==> config.mk <==
export PLATFORM = sky130hd
export DESIGN_NAME = barrel_shifter_flat
export DESIGN_NICKNAME = d
export VERILOG_FILES = /design/src/rtl/barrel_shifter_pkg.sv /design/src/rtl/barrel_shifter_if.sv /design/src/rtl/barrel_shifter_stage.sv /design/src/rtl/barrel_shifter.sv /design/src/flat_wrapper.sv
export SDC_FILE = /design/constraint.sdc
export NUM_CORES = 1
export LEC_CHECK = 0
export CAP_MARGIN = 20
export CELL_PAD_IN_SITES_DETAIL_PLACEMENT = 2
export CELL_PAD_IN_SITES_GLOBAL_PLACEMENT = 2
export CORE_MARGIN = 2
export CORE_UTILIZATION = 27
export CTS_BUF_LIST = sky130_fd_sc_hd__clkbuf_8
export CTS_CLUSTER_DIAMETER = 200
export DETAILED_ROUTE_END_ITERATION = 10
export PLACE_DENSITY = 0.92
export REMOVE_ABC_BUFFERS = 1
export SYNTH_ARGS = -nofsm -noshare
export SYNTH_HDL_FRONTEND = slang
export SYNTH_SLANG_ARGS = --single-unit
==> constraint.sdc <==
create_clock -name i_clk -period 2.01 [get_ports i_clk]
set_input_delay 0.3015 -clock i_clk [delete_from_list [all_inputs] [get_ports i_clk]]
set_output_delay 0.3015 -clock i_clk [all_outputs]
set_load 0.1 [all_outputs]
==> src/rtl/barrel_shifter_pkg.sv <==
// Shared constants for the rotate-right barrel shifter.
// Latency: n/a (constants only).
// Backpressure: n/a.
package barrel_shifter_pkg;

  // Default data width and the rotate-amount width that addresses it.
  localparam int DEFAULT_WIDTH   = 8;
  localparam int DEFAULT_SHAMT_W = 3;

endpackage : barrel_shifter_pkg

==> src/rtl/barrel_shifter_if.sv <==
// Data/amount/result bundle for the barrel shifter.
// Latency: n/a (wires only).
// Backpressure: none, no handshake; every cycle carries a new operation.
interface barrel_shifter_if
  import barrel_shifter_pkg::*;
#(
  parameter int WIDTH   = DEFAULT_WIDTH,
  parameter int SHAMT_W = DEFAULT_SHAMT_W
);

  logic [WIDTH-1:0]   i_A;
  logic [SHAMT_W-1:0] i_k;
  logic [WIDTH-1:0]   o_Y;

  // Requester side: supplies word and amount, observes the result.
  modport master (
    output i_A,
    output i_k,
    input  o_Y
  );

  // Shifter side: consumes word and amount, produces the result.
  modport slave (
    input  i_A,
    input  i_k,
    output o_Y
  );

endinterface : barrel_shifter_if

==> src/rtl/barrel_shifter_stage.sv <==
// One conditional rotate-right-by-DIST stage of the logarithmic shifter.
// Latency: purely combinational.
// Backpressure: none.
module barrel_shifter_stage
  import barrel_shifter_pkg::*;
#(
  parameter int WIDTH = DEFAULT_WIDTH,
  parameter int DIST  = 1
) (
  input  logic [WIDTH-1:0] din,
  input  logic             en,
  output logic [WIDTH-1:0] dout
);

  // Low DIST bits wrap around to the top; nothing is dropped or zero-filled.
  logic [WIDTH-1:0] rotated;

  assign rotated = {din[DIST-1:0], din[WIDTH-1:DIST]};
  assign dout    = en ? rotated : din;

endmodule : barrel_shifter_stage

==> src/rtl/barrel_shifter.sv <==
// Rotate-right barrel shifter: o_Y = i_A rotated right by i_k.
// Latency: 1 cycle, fully pipelined, one operation per cycle.
// Backpressure: none; inputs are sampled on every rising edge.
module barrel_shifter
  import barrel_shifter_pkg::*;
#(
  parameter int WIDTH   = DEFAULT_WIDTH,
  parameter int SHAMT_W = $clog2(WIDTH)
) (
  input  logic              i_clk,
  input  logic              i_rst,
  barrel_shifter_if.slave   bus
);

  // Stage s rotates by 2^s when amount bit s is set. Each stage keeps its
  // own local nets so the chain is a plain feed-forward cascade.
  for (genvar s = 0; s < SHAMT_W; s++) begin : gen_stage
    logic [WIDTH-1:0] stage_in;
    logic [WIDTH-1:0] stage_out;

    if (s == 0) begin : g_first
      assign stage_in = bus.i_A;
    end else begin : g_chain
      assign stage_in = gen_stage[s-1].stage_out;
    end

    barrel_shifter_stage #(
      .WIDTH (WIDTH),
      .DIST  (1 << s)
    ) u_stage (
      .din  (stage_in),
      .en   (bus.i_k[s]),
      .dout (stage_out)
    );
  end

  logic [WIDTH-1:0] rot_dat;
  logic [WIDTH-1:0] y_q;

  assign rot_dat = gen_stage[SHAMT_W-1].stage_out;

  // Output register; reset wins over capture and discards any in-flight result.
  always_ff @(posedge i_clk) begin
    if (i_rst) begin
      y_q <= '0;
    end else begin
      y_q <= rot_dat;
    end
  end

  assign bus.o_Y = y_q;

endmodule : barrel_shifter

==> src/flat_wrapper.sv <==
// flat-port wrapper written by rule: the top's interface ports become plain ports
module barrel_shifter_flat import barrel_shifter_pkg::*;
#(
  parameter int WIDTH   = DEFAULT_WIDTH,
  parameter int SHAMT_W = $clog2(WIDTH)
)
  (i_clk, i_rst, bus_i_A, bus_i_k, bus_o_Y);
  barrel_shifter_if #(.WIDTH(WIDTH), .SHAMT_W(SHAMT_W)) bus_i ();
  input  logic i_clk;
  input  logic i_rst;
  input wire logic [$bits(bus_i.i_A)-1:0] bus_i_A;
  input wire logic [$bits(bus_i.i_k)-1:0] bus_i_k;
  output wire logic [$bits(bus_i.o_Y)-1:0] bus_o_Y;
  assign bus_i.i_A = bus_i_A;
  assign bus_i.i_k = bus_i_k;
  assign bus_o_Y = bus_i.o_Y;
  barrel_shifter #(.WIDTH(WIDTH), .SHAMT_W(SHAMT_W)) u_core (.i_clk(i_clk), .i_rst(i_rst), .bus(bus_i));
endmodule
* Word-level counts from Yosys, hierarchy flattened
Cells that the tools add are included.
** Operators by class
- Multiplexer cells :: 3
** Operator list (number)
- 8-bit two-way mux :: 3
** Word-level totals
- Register bits :: 8
- Bits of input ports :: 13
- Output and inout port bits :: 8
- Logic and storage cells :: 4

* Longest topological paths before layout
Gate-level depths: netlist of the first run.
- Depth in word-level cells :: 3
- Gate-level depth with buffers :: 4

* Cells and area by module
From an unflattened synthesis of the first run, not the netlist that was laid out.
** Unflattened totals
- Cells, all modules :: 43
- Area total of the unflattened synthesis :: 604.3 um2
** By module, submodules not included
- barrel_shifter_stage :: times used 3, cells an instance 9, area an instance 131.4 um2
- barrel_shifter :: times used 1, cells an instance 16, area an instance 210.2 um2

* Worst setup path after synthesis of the first run
Ideal clock, no wire load.
- Path kind :: register to output
- Start :: register u_core.y_q[0], in the netlist u_core.bus.o_Y[0]
- End :: output port bus_o_Y[0]
- Arrival time :: 0.909 ns
- Data required time :: 1.709 ns
- Setup slack :: 0.800 ns
- Stages on the path, launching flop included :: 1
- Buffers on the path :: 0
- Path through :: dfxtp_1
** RTL lines
- start: declaration :: line barrel_shifter.sv:38 : logic [WIDTH-1:0] y_q;
- start signal: assignment :: line barrel_shifter.sv:47 : y_q <= rot_dat;
- end: declaration :: line flat_wrapper.sv:13 : output wire logic [$bits(bus_i.o_Y)-1:0] bus_o_Y;
No word-level cell between the ends.

* Worst setup path after layout of the first run
- Start :: input port bus_i_k[0]
- End :: register u_core.y_q[4], in the netlist u_core.bus.o_Y[4]
** Between the ends
- Word-level cells in the longest chain between the ends :: 3
** Ends and longest elaborated chain
- start: declaration :: line flat_wrapper.sv:12 : input wire logic [$bits(bus_i.i_k)-1:0] bus_i_k;
- 8-bit two-way mux (3 in a row) :: line barrel_shifter_stage.sv:19 : assign dout = en ? rotated : din;
Every way passes these cells.
A chain may end at the register's enable or synchronous reset.

==> results.toml, run 1 <==
[global_routing]
antenna_found_initial = 0
number_of_global_route_vias_before_repair = 494
grt_pass1_wl_mm = 2.118
gr_ovfl_total = 0
grt_start_max_net_pins = 9
track_usage = 0.1339

[cts]
post_cts_hold_buffer_count = 0
cts.clk_slew.worst_paths_ps = 40
htree_levels = 1
tritoncts_clock_tree = "built"
post-cts-setup-buffers = 0
largest_buffer_count_on_any_clock_path = 2
cts_num_sinks = 8
tritoncts_buffer_count = 3
cts_root_buf = "sky130_fd_sc_hd__clkbuf_8"
post_cts_resize_count = 0

[synthesis]
mappedNetlistArea_um2 = 514.2
ys_warn_count = 0
syn-instance-count = 51
synth_cell_type_count = 14
synth.ff_latch_count = 8
synth_area_per_cell_um2 = 10.08
synth_seq_area_share = 0.3114

[cells_and_area]
stdcell_area_um2 = 723.2
antenna-diode-count = 0
stdcell_count = 95
nets = 85
areaGrowthSynthToFinish_pct = 40.63
largest_register_ffs = 8
post-route-util = 0.4099
layout-drive-gt1-share = 0.3143

[sta]
relSlewSlack = 0.7930
setup_slack_ps = 576.5
fmax_mhz = 697.6
worst_pin_slew_ps = 310.6
period_needed_ps = 1433
grt_setup_unrepaired = "false"
finalHoldViolations = 0
final-max-slew-violation-count = 0
hold_ws_ps = 877.6
fin_crit_sh = 0.7132
fin_tns_setup_ps = 0
timing.final.setup_violations = 0

[power_and_ir_drop]
static-leakage-power_nw = 0.2944
vdd_ir_drop_max_mv = 0.2453
total_power_mw = 0.6078
ratio_of_total_power_to_cell_area_mw_per_mm2 = 840.4

[place]
placement.cell_area_um2 = 681.9
place_worst_setup_slack_ps = 340.3
placed_cells = 92
io_buffer_count = 20
place.detailed.hpwl_mm = 1.079
globalplace.congestion = 0.7163

[routing]
drtAntennaViolNets = 0
overall_via_count_from_detail_route = 480
routed_wirelength_mm = 1.310
initialDrtViolationCount = 7
route.detailed.wl_per_inst_um = 13.79
route.detailed.drc = 0
post_drt_via_cell_ratio = 5.053
first_pass_iters = 4

[die]
placeableCoreArea_mm2 = 0.001764
die_height_um = 47.64
die-width_um = 47.64
top_level_ports = 21
rows = 15
initial_core_util = 0.2915
total_die_area_mm2 = 0.002270

[outcome]
run_status = "finished clean"

[setup_path]
arrival_ps = 1530
worst_setup_path_startpoint = "bus_i_k[0]"
worst-setup-path-type = "primary input to flip-flop"
critPathRequiredTime_ps = 2110
crit_path_end_kind = "flip-flop"
worstSetupStartpointType = "primary input"
critical_path.endpoint = "u_core.bus.o_Y[4]$_SDFF_PP0_"
critical_path.max_fanout = 8

[min_path]
worstHoldPathType = "primary input to flip-flop"

[job]
maxCapViolCount = 0
[per-layer routing]
layer,GRT usage,wire length [µm],vias up
met5,0,0,-
met4,0.08108,0,0
met3,0.02264,89,0
met2,0.2378,671,21
met1,0.1477,548,226
li1,-,-,233
[power breakdown]
group / total (mW) / switching [mW] / leakage (nW) / internal (mW)
registers: 0.178 / 0.00374 / 0.0669 / 0.175
clock network: 0.184 / 0.0554 / 0.0216 / 0.129
logic: 0.245 / 0.165 / 0.206 / 0.0796
total: 0.608 / 0.224 / 0.294 / 0.383
[cell families (layout without fill, tap and decap cells)]
logic type	count (synthesis)	in the layout	synth area share
flip-flops	8	8	0.3114
buffers and inverters	5	24	0.09976
AO/OA/AOI/OAI	16	16	0.1995
multiplexers	8	8	0.2336
AND/OR/NAND/NOR	14	14	0.1557
[placed cells by master, fill, tap and decap left out]
| cell | instances |
|---|---|
| sky130_fd_sc_hd__o22ai_1 | 14 |
| sky130_fd_sc_hd__clkdlybuf4s50_1 | 12 |
| sky130_fd_sc_hd__buf_4 | 9 |
| sky130_fd_sc_hd__mux2_4 | 8 |
| sky130_fd_sc_hd__dfxtp_1 | 8 |
| sky130_fd_sc_hd__nor3_1 | 6 |
| sky130_fd_sc_hd__clkbuf_8 | 3 |
| sky130_fd_sc_hd__nand2b_1 | 2 |
| sky130_fd_sc_hd__o21bai_1 | 2 |
| sky130_fd_sc_hd__nor2_1 | 2 |
| sky130_fd_sc_hd__nor3_2 | 2 |
| sky130_fd_sc_hd__or2_1 | 1 |
| sky130_fd_sc_hd__nand2_1 | 1 |
[Yosys cell counts, drive strengths merged]
cell / n / area, µm²
dfxtp: 8 / 160.2
nor3: 8 / 50.05
clkbuf: 4 / 40.04
or2: 1 / 6.260
o22ai: 14 / 87.58
nand2b: 2 / 12.51
mux2: 8 / 120.1
nor2: 2 / 7.510
buf: 1 / 11.26
o21bai: 2 / 15.01
nand2: 1 / 3.750
[how the worst min path moves through the flow]
stage,from,endpoint,slack (ps),cells past startpoint
floorplan,i_rst,u_core.bus.o_Y[2]$_SDFF_PP0_,380,1
finish,i_rst,u_core.bus.o_Y[4]$_SDFF_PP0_,880,2
global route,i_rst,u_core.bus.o_Y[7]$_SDFF_PP0_,890,2
detailed placement,u_core.bus.o_Y[7]$_SDFF_PP0_,bus_o_Y[7],800,1
CTS,i_rst,u_core.bus.o_Y[4]$_SDFF_PP0_,870,2
global placement,u_core.bus.o_Y[5]$_SDFF_PP0_,bus_o_Y[5],800,1
[worst max-delay path, stage by stage]
cell	delay [ps]
sky130_fd_sc_hd__clkdlybuf4s50_1	450
sky130_fd_sc_hd__buf_4	180
sky130_fd_sc_hd__mux2_4	340
sky130_fd_sc_hd__o22ai_1	180
sky130_fd_sc_hd__nor3_1	70
[area by class of cell]
type | instances | area, µm²
multi-input cells | 38 | 302.8
fillers | 212 | 1041
repair buffers | 21 | 187.7
flip-flops and latches | 8 | 160.2
clock buffers | 3 | 41.29
well taps | 25 | 31.28
Power figures use the tool's default switching activity.
==> inputs of run 2 (changes only) <==
- CORE_UTILIZATION: 27 -> 25
- PLACE_DENSITY: 0.92 -> 0.86
- clock period: 2.01 -> 1.44 ns (I/O delays scaled with it)
==> run 2 against run 1 <==
Effect of this change:
- utilization rose by 2.2 points
- global-route usage is 1.9 points lower
- final cell count grew 3.2%
- critical endpoint is now u_core.bus.o_Y[6]$_SDFF_PP0_
- highest routed layer is now met4
==> results.toml, run 2 (synthesis gave the netlist of run 1 again) <==
[outcome]
run_status = "finished clean"

[sta]
final-max-slew-violation-count = 0
timing.final.setup_violations = 0
worst_pin_slew_ps = 303.9
finalHoldViolations = 0
grt_setup_unrepaired = "false"
period_needed_ps = 1346
relSlewSlack = 0.7968
fmax_mhz = 742.8
fin_crit_sh = 0.9349

[place]
place.detailed.hpwl_mm = 1.111
placement.cell_area_um2 = 792.0
globalplace.congestion = 0.7060
placed_cells = 95
io_buffer_count = 20

[power_and_ir_drop]
net_switching_power_of_the_design_mw = 0.3242
static-leakage-power_nw = 0.3314
power.clock.fraction = 0.281
pwr-share-comb = 0.434
power.share.switching = 0.3545
total_power_mw = 0.9144
vdd_ir_drop_max_mv = 0.4181
power.share.sequential = 0.286
internal_power_mw = 0.5902
ratio_of_total_power_to_cell_area_mw_per_mm2 = 1089

[routing]
initialDrtViolationCount = 6
post_drt_via_cell_ratio = 4.969
routed_wirelength_mm = 1.304
route.detailed.wl_per_inst_um = 13.31
first_pass_iters = 4
route.detailed.drc = 0
overall_via_count_from_detail_route = 487
drtAntennaViolNets = 0

[cts]
cts_root_buf = "sky130_fd_sc_hd__clkbuf_8"
htree_levels = 1
tritoncts_buffer_count = 3
largest_buffer_count_on_any_clock_path = 2
cts_num_sinks = 8
post_cts_hold_buffer_count = 0
cts.clk_slew.worst_paths_ps = 40
tritoncts_clock_tree = "built"

[cells_and_area]
nets = 86
layout.filler_cells = 222
final_cell_mix = "sky130_fd_sc_hd__o22ai_1, sky130_fd_sc_hd__clkdlybuf4s50_1, sky130_fd_sc_hd__mux2_4, sky130_fd_sc_hd__buf_12, sky130_fd_sc_hd__dfxtp_1"
commonest_non_fill_non_tap_cell_in_the_layout = "sky130_fd_sc_hd__o22ai_1"
layout-drive-gt1-share = 0.3380
stdcell_area_um2 = 839.6
areaGrowthSynthToFinish_pct = 63.26
stdcell_count = 98
largest_register_ffs = 8
antenna-diode-count = 0

[die]
die_height_um = 49.36
total_die_area_mm2 = 0.002436
die-width_um = 49.36
rows = 16
placeableCoreArea_mm2 = 0.001942
initial_core_util = 0.2648
top_level_ports = 21

[setup_path]
critPathRequiredTime_ps = 1540
path_cells = "clkdlybuf4s50_1 > buf_4 > mux2_4 > o22ai_1 > nor3_1"
critPathMaxStageDelay_ps = 470
crit_path_end_kind = "flip-flop"
timing.critical_path.buf_inv = 2
critical_path.max_fanout = 5
worst-setup-path-type = "primary input to flip-flop"
crit_path_top_delay_cell = "sky130_fd_sc_hd__clkdlybuf4s50_1"
worstSetupStartpointType = "primary input"
arrival_ps = 1440
crit_path_leading_delay_family = "buffers and inverters"

[global_routing]
gr_ovfl_total = 0
track_usage = 0.1154
grt_start_max_net_pins = 9
grt_pass1_wl_mm = 2.139
antenna_found_initial = 0
number_of_global_route_vias_before_repair = 477

[job]
maxCapViolCount = 0

[min_path]
worstHoldPathType = "primary input to flip-flop"
-- run 2: final timing paths --
| path | startpoint | to | slack (ps) | depth (start not counted) |
|---|---|---|---|---|
| max | bus_i_k[0] | u_core.bus.o_Y[6]$_SDFF_PP0_ | 90 | 5 |
| min | i_rst | u_core.bus.o_Y[3]$_SDFF_PP0_ | 800 | 2 |
-- run 2: final cells by class --
type | instances | area, µm² | share of cell area
multi-input cells | 38 | 309.0 | 0.3681
repair buffers | 22 | 295.3 | 0.3517
flip-flops and latches | 8 | 160.2 | 0.1908
clock buffers | 3 | 41.29 | 0.04918
well taps | 27 | 33.78 | 0.04024
-- run 2: stage by stage --
stage                     hold slack, ps  setup TNS, ps  setup slack (ps)    util
after floorplan                    295.3              0             315.0       -
after global placement             681.8         -680.9            -98.09  0.4079
after detailed placement           683.9         -900.7            -152.5  0.4079
after CTS                          794.1              0             88.27  0.4291
after global routing               827.4              0             18.55  0.4323
final                              797.7              0             93.78  0.4323
-- run 2: what timing repair did --
action,CTS,global route
endpoints found under the setup margin,0,1
buffers inserted,0,0
resized for setup,0,1
-- run 2: power by group through the flow --
stage / Combinational (mW) / Clock [mW] / Sequential [mW]
2_1_floorplan: 0.0893 / 0 / 0.405
3_3_place_gp: 0.388 / 0 / 0.264
3_5_place_dp: 0.396 / 0 / 0.265
4_1_cts: 0.396 / 0.262 / 0.262
5_1_grt: 0.415 / 0.276 / 0.263
6_report: 0.396 / 0.257 / 0.261
-- run 2: metal layers --
layer | vias up | part of all wire | track usage
li1 | 236 | - | -
met1 | 223 | 0.38 | 0.1097
met2 | 24 | 0.55 | 0.2252
met3 | 4 | 0.056 | 0.02761
met4 | 0 | 0.012 | 0.05714
met5 | - | 0 | 0
